## config.mk

```make
export PLATFORM = sky130hd
export DESIGN_NAME = memory_access_stage_flat
export DESIGN_NICKNAME = d
export VERILOG_FILES = /design/src/rtl/memory_access_stage_if.sv /design/src/rtl/memory_access_stage.sv /design/src/flat_wrapper.sv
export SDC_FILE = /design/constraint.sdc
export NUM_CORES = 1
export LEC_CHECK = 0
export ABC_CLOCK_PERIOD_IN_PS = 2200
export BUFFER_PORTS_ARGS = -buffer_cell sky130_fd_sc_hd__buf_2
export CAP_MARGIN = 10
export CORE_MARGIN = 5
export CORE_UTILIZATION = 45
export DETAILED_ROUTE_END_ITERATION = 16
export PLACE_DENSITY_LB_ADDON = 0.15
export SLEW_MARGIN = 20
export SYNTH_ARGS = -nofsm -noshare
export SYNTH_HDL_FRONTEND = slang
export SYNTH_SLANG_ARGS = --single-unit
```

## constraint.sdc

```tcl
create_clock -name system_clock -period 2.2 [get_ports system_clock]
set_input_delay 0.22 -clock system_clock [delete_from_list [all_inputs] [get_ports system_clock]]
set_output_delay 0.22 -clock system_clock [all_outputs]
set_load 0.05 [all_outputs]
```

## src/rtl/memory_access_stage_if.sv

```systemverilog
// Data-bus handshake between the MEM stage (master) and data memory (slave).
interface memory_access_stage_if;
    localparam int unsigned DATA_W = 32;
    localparam int unsigned BE_W   = 4;

    logic              bus_request;
    logic              bus_write;
    logic [DATA_W-1:0] bus_address;
    logic [BE_W-1:0]   bus_byte_enable;
    logic [DATA_W-1:0] bus_write_data;
    logic              bus_ready;
    logic [DATA_W-1:0] bus_read_data;

    modport master (
        output bus_request, bus_write, bus_address, bus_byte_enable, bus_write_data,
        input  bus_ready, bus_read_data
    );

    modport slave (
        input  bus_request, bus_write, bus_address, bus_byte_enable, bus_write_data,
        output bus_ready, bus_read_data
    );
endinterface

```

## src/rtl/memory_access_stage.sv

```systemverilog
// MEM pipeline stage: runs loads/stores over a wait-stated data bus with lane
// steering and load extension; non-memory results pass to write-back in one cycle.
module memory_access_stage #(
    parameter  int unsigned TIMEOUT_CYCLES = 16,
    localparam int unsigned DATA_W         = 32,
    localparam int unsigned REG_W          = 5,
    localparam int unsigned BE_W           = 4
) (
    input  logic              system_clock,
    input  logic              reset,
    input  logic              ex_valid,
    input  logic [DATA_W-1:0] ex_alu_result,
    input  logic [DATA_W-1:0] ex_store_data,
    input  logic              ex_memory_read,
    input  logic              ex_memory_write,
    input  logic [1:0]        ex_access_size,
    input  logic              ex_load_unsigned,
    input  logic              ex_register_write,
    input  logic [REG_W-1:0]  ex_write_address,
    output logic              stall,
    memory_access_stage_if.master bus,
    output logic              wb_valid,
    output logic              wb_register_write,
    output logic [REG_W-1:0]  wb_write_address,
    output logic [DATA_W-1:0] wb_write_data,
    output logic              address_error,
    output logic              bus_error
);

    localparam int unsigned      CNT_W     = $clog2(TIMEOUT_CYCLES) + 1;
    localparam logic [CNT_W-1:0] LAST_CNT  = CNT_W'(TIMEOUT_CYCLES - 1);
    localparam logic [1:0]       SIZE_BYTE = 2'b00;
    localparam logic [1:0]       SIZE_HALF = 2'b01;
    localparam logic [1:0]       SIZE_WORD = 2'b10;
    localparam logic [1:0]       SIZE_RSVD = 2'b11;

    typedef enum logic {
        S_IDLE = 1'b0,
        S_BUS  = 1'b1
    } state_t;

    state_t            state_q, state_d;
    logic [CNT_W-1:0]  count_q, count_d;
    logic              request_q, request_d;
    logic              write_q, write_d;
    logic [DATA_W-1:0] address_q, address_d;
    logic [BE_W-1:0]   be_q, be_d;
    logic [DATA_W-1:0] wdata_q, wdata_d;
    logic [1:0]        size_q, size_d;
    logic [1:0]        lane_q, lane_d;
    logic              load_unsigned_q, load_unsigned_d;
    logic              reg_write_q, reg_write_d;
    logic [REG_W-1:0]  write_address_q, write_address_d;

    logic              wb_valid_d;
    logic              wb_register_write_d;
    logic [REG_W-1:0]  wb_write_address_d;
    logic [DATA_W-1:0] wb_write_data_d;
    logic              address_error_d;
    logic              bus_error_d;
    logic              stall_c;

    logic              ex_is_mem;
    logic              ex_illegal;
    logic [BE_W-1:0]   ex_be;
    logic [DATA_W-1:0] ex_wdata;
    logic [15:0]       lane_data;
    logic [DATA_W-1:0] load_data;

    // Classify the EX instruction and build lane enables / replicated store data.
    always_comb begin : ex_decode
        ex_is_mem  = ex_memory_read | ex_memory_write;
        ex_illegal = (ex_memory_read & ex_memory_write)
                   | (ex_access_size == SIZE_RSVD)
                   | ((ex_access_size == SIZE_HALF) && ex_alu_result[0])
                   | ((ex_access_size == SIZE_WORD) && (ex_alu_result[1:0] != 2'b00));
        ex_be      = 4'b1111;
        ex_wdata   = ex_store_data;
        case (ex_access_size)
            SIZE_BYTE: begin
                ex_be    = BE_W'(1) << ex_alu_result[1:0];
                ex_wdata = {4{ex_store_data[7:0]}};
            end
            SIZE_HALF: begin
                ex_be    = ex_alu_result[1] ? 4'b1100 : 4'b0011;
                ex_wdata = {2{ex_store_data[15:0]}};
            end
            default: ;
        endcase
    end

    // Pick the addressed lane out of the read word and extend it to 32 bits.
    always_comb begin : load_align
        lane_data = 16'(bus.bus_read_data >> {lane_q, 3'b000});
        load_data = bus.bus_read_data;
        case (size_q)
            SIZE_BYTE: load_data = load_unsigned_q ? {24'b0, lane_data[7:0]}
                                                   : {{24{lane_data[7]}}, lane_data[7:0]};
            SIZE_HALF: load_data = load_unsigned_q ? {16'b0, lane_data}
                                                   : {{16{lane_data[15]}}, lane_data};
            default:   ;
        endcase
    end

    // Next-state and next-output logic.
    always_comb begin : fsm_next
        state_d             = state_q;
        count_d             = count_q;
        request_d           = request_q;
        write_d             = write_q;
        address_d           = address_q;
        be_d                = be_q;
        wdata_d             = wdata_q;
        size_d              = size_q;
        lane_d              = lane_q;
        load_unsigned_d     = load_unsigned_q;
        reg_write_d         = reg_write_q;
        write_address_d     = write_address_q;
        wb_valid_d          = 1'b0;
        wb_register_write_d = 1'b0;
        wb_write_address_d  = wb_write_address;
        wb_write_data_d     = wb_write_data;
        address_error_d     = 1'b0;
        bus_error_d         = 1'b0;
        stall_c             = 1'b0;

        case (state_q)
            S_IDLE: begin
                if (ex_valid) begin
                    if (!ex_is_mem) begin
                        wb_valid_d          = 1'b1;
                        wb_register_write_d = ex_register_write;
                        wb_write_address_d  = ex_write_address;
                        wb_write_data_d     = ex_alu_result;
                    end else if (ex_illegal) begin
                        wb_valid_d          = 1'b1;
                        wb_write_address_d  = ex_write_address;
                        address_error_d     = 1'b1;
                    end else begin
                        stall_c         = 1'b1;
                        state_d         = S_BUS;
                        count_d         = '0;
                        request_d       = 1'b1;
                        write_d         = ex_memory_write;
                        address_d       = {ex_alu_result[DATA_W-1:2], 2'b00};
                        be_d            = ex_be;
                        wdata_d         = ex_wdata;
                        size_d          = ex_access_size;
                        lane_d          = ex_alu_result[1:0];
                        load_unsigned_d = ex_load_unsigned;
                        reg_write_d     = ex_register_write;
                        write_address_d = ex_write_address;
                    end
                end
            end
            S_BUS: begin
                // Completion takes priority over a timeout in the same cycle.
                if (bus.bus_ready) begin
                    state_d             = S_IDLE;
                    request_d           = 1'b0;
                    wb_valid_d          = 1'b1;
                    wb_register_write_d = !write_q && reg_write_q;
                    wb_write_address_d  = write_address_q;
                    if (!write_q) begin
                        wb_write_data_d = load_data;
                    end
                end else if (count_q >= LAST_CNT) begin
                    state_d            = S_IDLE;
                    request_d          = 1'b0;
                    wb_valid_d         = 1'b1;
                    wb_write_address_d = write_address_q;
                    bus_error_d        = 1'b1;
                end else begin
                    stall_c = 1'b1;
                    count_d = count_q + CNT_W'(1);
                end
            end
            default: state_d = S_IDLE;
        endcase
    end

    // Stage register.
    always_ff @(posedge system_clock) begin
        if (reset) begin
            state_q           <= S_IDLE;
            count_q           <= '0;
            request_q         <= 1'b0;
            write_q           <= 1'b0;
            address_q         <= '0;
            be_q              <= '0;
            wdata_q           <= '0;
            size_q            <= '0;
            lane_q            <= '0;
            load_unsigned_q   <= 1'b0;
            reg_write_q       <= 1'b0;
            write_address_q   <= '0;
            wb_valid          <= 1'b0;
            wb_register_write <= 1'b0;
            wb_write_address  <= '0;
            wb_write_data     <= '0;
            address_error     <= 1'b0;
            bus_error         <= 1'b0;
        end else begin
            state_q           <= state_d;
            count_q           <= count_d;
            request_q         <= request_d;
            write_q           <= write_d;
            address_q         <= address_d;
            be_q              <= be_d;
            wdata_q           <= wdata_d;
            size_q            <= size_d;
            lane_q            <= lane_d;
            load_unsigned_q   <= load_unsigned_d;
            reg_write_q       <= reg_write_d;
            write_address_q   <= write_address_d;
            wb_valid          <= wb_valid_d;
            wb_register_write <= wb_register_write_d;
            wb_write_address  <= wb_write_address_d;
            wb_write_data     <= wb_write_data_d;
            address_error     <= address_error_d;
            bus_error         <= bus_error_d;
        end
    end

    assign stall               = stall_c & ~reset;
    assign bus.bus_request     = request_q;
    assign bus.bus_write       = write_q;
    assign bus.bus_address     = address_q;
    assign bus.bus_byte_enable = be_q;
    assign bus.bus_write_data  = wdata_q;

endmodule

```

## src/flat_wrapper.sv

```systemverilog
// flat-port wrapper written by rule: the top's interface ports become plain ports
module memory_access_stage_flat 
#(
    parameter  int unsigned TIMEOUT_CYCLES = 16,
    localparam int unsigned DATA_W         = 32,
    localparam int unsigned REG_W          = 5,
    localparam int unsigned BE_W           = 4
)
  (system_clock, reset, ex_valid, ex_alu_result, ex_store_data, ex_memory_read, ex_memory_write, ex_access_size, ex_load_unsigned, ex_register_write, ex_write_address, stall, wb_valid, wb_register_write, wb_write_address, wb_write_data, address_error, bus_error, bus_bus_request, bus_bus_write, bus_bus_address, bus_bus_byte_enable, bus_bus_write_data, bus_bus_ready, bus_bus_read_data);
  memory_access_stage_if bus_i ();
  input  logic system_clock;
  input  logic reset;
  input  logic ex_valid;
  input  logic [DATA_W-1:0] ex_alu_result;
  input  logic [DATA_W-1:0] ex_store_data;
  input  logic ex_memory_read;
  input  logic ex_memory_write;
  input  logic [1:0] ex_access_size;
  input  logic ex_load_unsigned;
  input  logic ex_register_write;
  input  logic [REG_W-1:0] ex_write_address;
  output logic stall;
  output logic wb_valid;
  output logic wb_register_write;
  output logic [REG_W-1:0] wb_write_address;
  output logic [DATA_W-1:0] wb_write_data;
  output logic address_error;
  output logic bus_error;
  output wire logic [$bits(bus_i.bus_request)-1:0] bus_bus_request;
  output wire logic [$bits(bus_i.bus_write)-1:0] bus_bus_write;
  output wire logic [$bits(bus_i.bus_address)-1:0] bus_bus_address;
  output wire logic [$bits(bus_i.bus_byte_enable)-1:0] bus_bus_byte_enable;
  output wire logic [$bits(bus_i.bus_write_data)-1:0] bus_bus_write_data;
  input wire logic [$bits(bus_i.bus_ready)-1:0] bus_bus_ready;
  input wire logic [$bits(bus_i.bus_read_data)-1:0] bus_bus_read_data;
  assign bus_bus_request = bus_i.bus_request;
  assign bus_bus_write = bus_i.bus_write;
  assign bus_bus_address = bus_i.bus_address;
  assign bus_bus_byte_enable = bus_i.bus_byte_enable;
  assign bus_bus_write_data = bus_i.bus_write_data;
  assign bus_i.bus_ready = bus_bus_ready;
  assign bus_i.bus_read_data = bus_bus_read_data;
  memory_access_stage #(.TIMEOUT_CYCLES(TIMEOUT_CYCLES)) u_core (.system_clock(system_clock), .reset(reset), .ex_valid(ex_valid), .ex_alu_result(ex_alu_result), .ex_store_data(ex_store_data), .ex_memory_read(ex_memory_read), .ex_memory_write(ex_memory_write), .ex_access_size(ex_access_size), .ex_load_unsigned(ex_load_unsigned), .ex_register_write(ex_register_write), .ex_write_address(ex_write_address), .stall(stall), .bus(bus_i), .wb_valid(wb_valid), .wb_register_write(wb_register_write), .wb_write_address(wb_write_address), .wb_write_data(wb_write_data), .address_error(address_error), .bus_error(bus_error));
endmodule
```

==> impl_results.md, run 1 <==
- Sequential power share: 38.9%
- CTS Hold Bufs: 0
- RSZ-0062 raised after global routing: yes
- Final net count: 1,008
- Clk slew on worst S/H paths: 50 ps
- CTS Buffer Depth: 2
- Combinational cell fraction of total power: roughly a fifth
- Worst Max-Slew Pin Slew: 632.2 ps
- Port bufs: 220
- Leak Pwr: 3.166 nW
- Die Wd: 124.1 um
- Worst r2r dst: u_core.wb_write_address[2]
- Synth top area share: 43.05%
- Footprint of the multi-input gates: just over 0.003 mm^2
- Cells after Synth: 693
- Vias per cell: around 5.6
- Family with the most delay on the worst path: simple AND/OR/NAND/NOR gates
- Worst R2R Setup Slack: around 150 ps
- Layout area overhead: 32.18%
- # rows: between 40 and 50
- Pint: 4.418 mW
- Worst-skew pair later-pin latency: 420 ps
- Fin worst setup slack: -291.5 ps
- Max H-tree Level: 4
- Peak supply drop: 0.0004298 V
- Critical path class: reg2out
- Fin cells: ~1,100
- Placed Instances: about 1,000
- Minimum clock period: 2491 ps
- Total Power: around 6.3 mW
- CTS Root Cell: clkbuf_16
- Sw Pwr: 1.907 mW
- Origin of the worst min-delay path: bus_bus_ready
- Crit-path cells: ha_4, and3_4, ha_4, or4b_4, or2_4, a21oi_4, buf_8
- Layout cells sized above 1: 34.36%
- I/O Pins: between 200 and 250
- Storage cell area: 0.002525 mm^2
- Antenna-violating nets left: 0
- Ys flop type: dfxtp_1
- Clock Skews: slightly above 4 ps
- #FFs+latches synth: 126
- Most used cell, CP: ha_4
- Worst path slowest cell: or4b_4
- Worst r2r path cells: 7
- Post-Syn Area per Cell: 8.455 um^2
- Initial antenna violation count: 2
- Top post-synthesis cells by area: dfxtp_1, nand2_1, mux2i_1
- WP depth: 7
- GRT overflow: 0
- Post-synth EDFFs: 0
- Max FO, Critical Path: 2
- Setup crit start kind: register
- Dpl ws: -14.43 ps
- Overall global routing resource usage: 24.57%
- Synthesis warning total: 0
- Largest area contributor in the netlist: dfxtp_1
- Failing checks: negative setup slack
- Final WL: 19,110 um
- Final-layout fill cell count: 1,149
- Hold Crit Class: in2reg
- Power density cells: between 800 and 900 mW/mm^2
- First-pass GRT wire length: between 20,000 and 30,000 um
- Die ar.: 0.01540 mm^2
- Final Setup Violations: 1
- Period utilization: 113.2%
- Drt drc: 0
- Crit path required time: 1980 ps
- Detailed Place HPWL: 13,980 um
- CP Data Arrival Time: 2270 ps
- Fin Setup TNS: -291.5 ps
- # diodes: 0
- Hold Path Sink: u_core.bus_error
- Crit end category: primary output
- Finished layout cell area: 0.007745 mm^2
- Die height: 124.1 um
- Total CTS buffers: 17
- CTS tree: done
- Vias in the first global route: between 5,000 and 6,000
- Largest net degree at the start of global routing: 74
- Mapped Area: approximately 0.006 mm^2
- Max-slew violation count: 0
- Final GP Congestion: 0.8780
- Wirelength per Cell: 17.70 um
- Rel. slew slack: between 50% and 60%
- Yosys cell types: 55
- Max Fclk: roughly 400 MHz
- Post-DP Area: 0.007148 mm^2
- Status: complete, but fails checks
- Hold depth: 2
- Initial Util: 46.24%
- Max-cap check violation count: 0
- CORE AREA: 0.01267 mm^2
- Sw frac: 30.15%
- Sequential share of the synthesized area: 43.05%
- Async SR Flop Fraction: 0%
- DRT iter0 DRCs: 353
- Setup Buffers After CTS: 0
- Worst Path Buf+Inv: 1
- Slowest stage delay, CP: 480 ps
- Final Hold Fails: 0
- First-pass DRT Iterations: 5
- Clk network pwr share: 42.4%
- CP startpoint: u_core.count_q[0]
- Worst r2r src: u_core.count_q[0]
- Clk sinks: roughly 130
- Vias: 6,040
timing repair:
| item | 4_1_cts | 5_1_grt |
|---|---|---|
| setup endpoints to repair | 1 | 9 |
| pin swaps | 1 | 0 |
| gates resized for setup | 4 | 4 |
logic make-up after synthesis:
kind of cell	count (synthesis)	share of synthesized area, %
other cells	1	0.06400
mux	40	6.833
xor+xnor	1	0.1495
fa+ha+maj	3	0.5978
buf+inv	69	5.466
simple gates	231	16.61
compound gates	222	27.23
flops	126	43.05
worst reg2reg max path: stages, from the launching register on:
cell      delay, ps
dfxtp_2         330
ha_4            160
and3_4          180
ha_4            150
buf_4           130
o41a_1          500
a21o_1          260
a211oi_1        250
power groups by stage:
stage	combinational [mW]	sequential (mW)	clock (mW)
global route	1.26	2.47	2.84
CTS	1.18	2.46	2.73
finish	1.18	2.46	2.68
detailed placement	1.17	2.51	0
floorplan	0.442	2.87	0
global placement	1.16	2.50	0
per-stage QoR:
step	hold WS [ps]	utilization, %
2_1_floorplan	298.7	-
3_3_place_gp	441.0	56.41
3_5_place_dp	445.6	56.41
4_1_cts	17.24	60.95
5_1_grt	36.08	61.12
6_report	46.76	61.12
synth_stat cells (2+ instances only):
master     count
nand2_1      166
a311oi_1      10
o2bb2ai_1      7
o221ai_1       7
clkbuf_1      29
a2bb2oi_1      8
dfxtp_1      126
a211oi_1      27
and3_1         2
o21ai_0       36
a221oi_1       7
a22oi_1        8
nor4_1         2
buf_2         25
buf_4          4
nor2b_1        3
o211ai_1      10
nor3_1         3
buf_6          2
mux2i_1       40
nand2b_1       3
buf_1          3
a21o_1         2
inv_1          5
a221oi_2      19
nor2_1        35
ha_1           2
nand3_1        3
a21oi_1       73
registers in the layout, summed over array words and instances, names as in the netlist, 2 cells and up:
name / count
u_core.bus.bus_byte_enable: 4
u_core.write_address_q: 5
u_core.bus.bus_write_data: 32
u_core.count_q: 5
u_core.size_q: 2
u_core.bus.bus_address: 30
u_core.wb_write_address: 5
u_core.wb_write_data: 32
u_core.lane_q: 2
area by class of cell:
class / count / share of cell area (%)
clock buffer: 19 / 5.719
timing repair buffer: 245 / 17.12
multi-input combinational: 499 / 39.90
sequential: 126 / 32.60
tap: 172 / 2.779
inverter: 6 / 0.2908
clock inverter: 13 / 1.583
layout by cell type, fill, tap and decap left out, drive strengths merged, types with 2 or more instances in the layout:
cell type and instances:
o221ai 7, nand3 3, and3 2, nand2b 3
mux2i 40, a311oi 10, clkinv 9, inv 5
a21oi 74, clkbuf 19, nor3 4, ha 2
a2bb2oi 8, o21ai 37, or2 3, nand2 166
a22oi 8, a21o 2, nor4 4, dfxtp 126
a211oi 27, clkinvlp 3, o2bb2ai 7, nor2b 4
conb 2, buf 245, o211ai 10, bufinv 2
nor2 36, a221oi 26
worst max path at each step:
stage                  to
global route        stall
floorplan           stall
CTS                 stall
detailed placement  stall
global placement    stall
finish              stall
routing by layer:
| metal | GRT usage (%) | share of wire (%) | wire length [um] |
|---|---|---|---|
| met3 | 7.539 | 9.4 | 1788 |
| met5 | 0 | 0.099 | 19 |
| met4 | 9.172 | 2.0 | 390 |
| met2 | 42.16 | 49 | 9401 |
| met1 | 28.82 | 39 | 7514 |
(Power assumes the default switching activity.)
==> run 2, diff against run 1 <==
--- a/config.mk
+++ b/config.mk
@@ -10,6 +10,7 @@
 export CAP_MARGIN = 10
 export CORE_MARGIN = 5
 export CORE_UTILIZATION = 45
+export CTS_BUF_LIST = sky130_fd_sc_hd__clkbuf_16
 export DETAILED_ROUTE_END_ITERATION = 16
 export PLACE_DENSITY_LB_ADDON = 0.15
 export SLEW_MARGIN = 20
==> run 2 against run 1 <==
  * The run still ends with negative setup slack left
  * Via count grew 0.53%
  * Maximum frequency barely moved
  * Worst setup slack lost 2.5 ps
  * Power decreased by 0.67%
  * Largest cell class unchanged
  * Clock skew is 2.4 ps higher
  * Clock power decreased by 1%
  * Design area shrank 0.13%
  * Utilization fell by 0.079 points
  * Worst hold slack worse by 3.9 ps
==> impl_results.md, run 2 (synthesis results as in run 1) <==
- DRT iter0 DRCs: 321
- CTS Hold Bufs: 0
- Final WL: 19,110 um
- Most frequent cells in the layout: buf_2, nand2_1, dfxtp_1
- Most used cell, CP: ha_4
- First-pass DRT Iterations: 5
- Worst-skew pair later-pin latency: 420 ps
- Clk slew on worst S/H paths: 50 ps
- Clock Skews: 6.445 ps
- Port bufs: 220
- CTS tree: done
- Wire length on met3: 1731 um
- Fin worst setup slack: -293.9 ps
- Max-slew violation count: 0
- Wirelength per Cell: ~18 um
- # diodes: 0
- Status: complete, but fails checks
- Initial Util: between 40% and 50%
- Max-cap check violation count: 0
- Post-DP Area: roughly 0.0071 mm^2
- Die height: 124.1 um
- Critical path class: reg2out
- CORE AREA: 0.01267 mm^2
- Vias per cell: ~5.6
- Final-layout fill cell count: 1,146
- Slowest stage delay, CP: 480 ps
- Detailed Place HPWL: ~14,000 um
- I/O Pins: 223
- Die Wd: 124.1 um
- CTS Root Cell: clkbuf_16
- Max H-tree Level: 4
- Hold depth: 2
- Final GP Congestion: 0.8780
- Rel. slew slack: 57.40%
- Vias in the first global route: 5,839
- Power density cells: 812.3 mW/mm^2
- Vias: about 6,100
- Crit-path cells: ha_4, and3_4, ha_4, or4b_4, or2_4, a21oi_4, buf_8
- Die ar.: 0.01540 mm^2
- Highest routed layer: met5
- Overall global routing resource usage: 24.59%
- Period utilization: 113.4%
- Max Fclk: 401.0 MHz
- Metal1 wirelength: 7536 um
- Leak Pwr: 3.164 nW
- Final Setup Violations: 1
- Finished layout cell area: around 0.0077 mm^2
- Initial antenna violation count: 2
- Layout area overhead: 32.01%
- CP Data Arrival Time: 2270 ps
- CTS Buffer Depth: 2
- Crit path required time: 1980 ps
- Total CTS buffers: 17
- Antenna-violating nets left: 0
- Hold Crit Class: in2reg
- GRT overflow: 0
- Layout Utilization: 61.04%
- Crit end category: primary output
- RSZ-0062 raised after global routing: yes
- Commonest non-fill, non-tap cell in the layout: buf_2
- Peak supply drop: 0.0004297 V
- Minimum clock period: 2494 ps
- Final Hold Fails: 0
- Final net count: just over 1,000
- # rows: 41
- Failing checks: negative setup slack
- Drt drc: 0
- Setup crit start kind: register
- Clk sinks: 126
- Layout cells sized above 1: about a third
- First-pass GRT wire length: 29,380 um
- WL met2: 9462 um
- Largest net degree at the start of global routing: 74
- Hold_ws: 42.86 ps
- Worst Max-Slew Pin Slew: 637.4 ps
- Worst r2r path cells: 7
- Worst path slowest cell: or4b_4
- Max FO, Critical Path: 2
-- run 2: cell type report --
cell class	count	area, um^2	area share [%]
clock buffer	17	425.4	5.500
clock inverter	15	130.1	1.682
inverter	6	22.52	0.2912
multi-input combinational	499	3090	39.95
sequential	126	2525	32.64
tap	172	215.2	2.782
timing repair buffer	245	1326	17.15
-- run 2: worst max-delay path, delay by kind of cell (launching register included) --
kind / cells / cell delay [ps]
buf+inv: 1 / 160
compound gates: 1 / 130
flops: 1 / 330
simple gates: 3 / 920
fa+ha+maj: 2 / 310
-- run 2: worst paths after layout --
check                                     to                       start  slack (ps)
hold / removal              u_core.bus_error               bus_bus_ready          40
setup reg to reg  u_core.wb_write_address[2]           u_core.count_q[0]         140
setup / recovery                       stall           u_core.count_q[0]        -290
hold reg to reg   u_core.bus.bus_address[14]  u_core.bus.bus_address[14]         450
-- run 2: metrics by stage --
step | total power, mW | worst slack [ps] | cells | TNS (ps)
global route | 6.529 | -351.8 | 1080 | -351.8
CTS | 6.325 | -322.6 | 1080 | -322.6
global placement | 3.659 | -8.411 | 1048 | -8.411
detailed placement | 3.681 | -14.43 | 1048 | -14.43
finish | 6.283 | -293.9 | 1080 | -293.9
floorplan | 3.310 | -24.45 | 694 | -24.45
-- run 2: timing repair --
action                                  in CTS  in global routing
resized for setup                            4                  4
buffers inserted                             0                  0
gates cloned                                 0                  0
endpoints found under the setup margin       1                  9
pin swaps                                    1                  0
-- run 2: where the power goes --
part	total, mW	switching (mW)	internal, mW
Sequential	2.46	0.0625	2.40
Combinational	1.18	0.835	0.344
Clock	2.64	1.01	1.64
-- run 2: per-layer routing --
| layer | up-vias | GRT usage [%] |
|---|---|---|
| met1 | 2909 | 28.59 |
| met5 | - | 0 |
| met3 | 32 | 7.539 |
| met2 | 238 | 42.40 |
| li1 | 2889 | - |
| met4 | 4 | 9.377 |
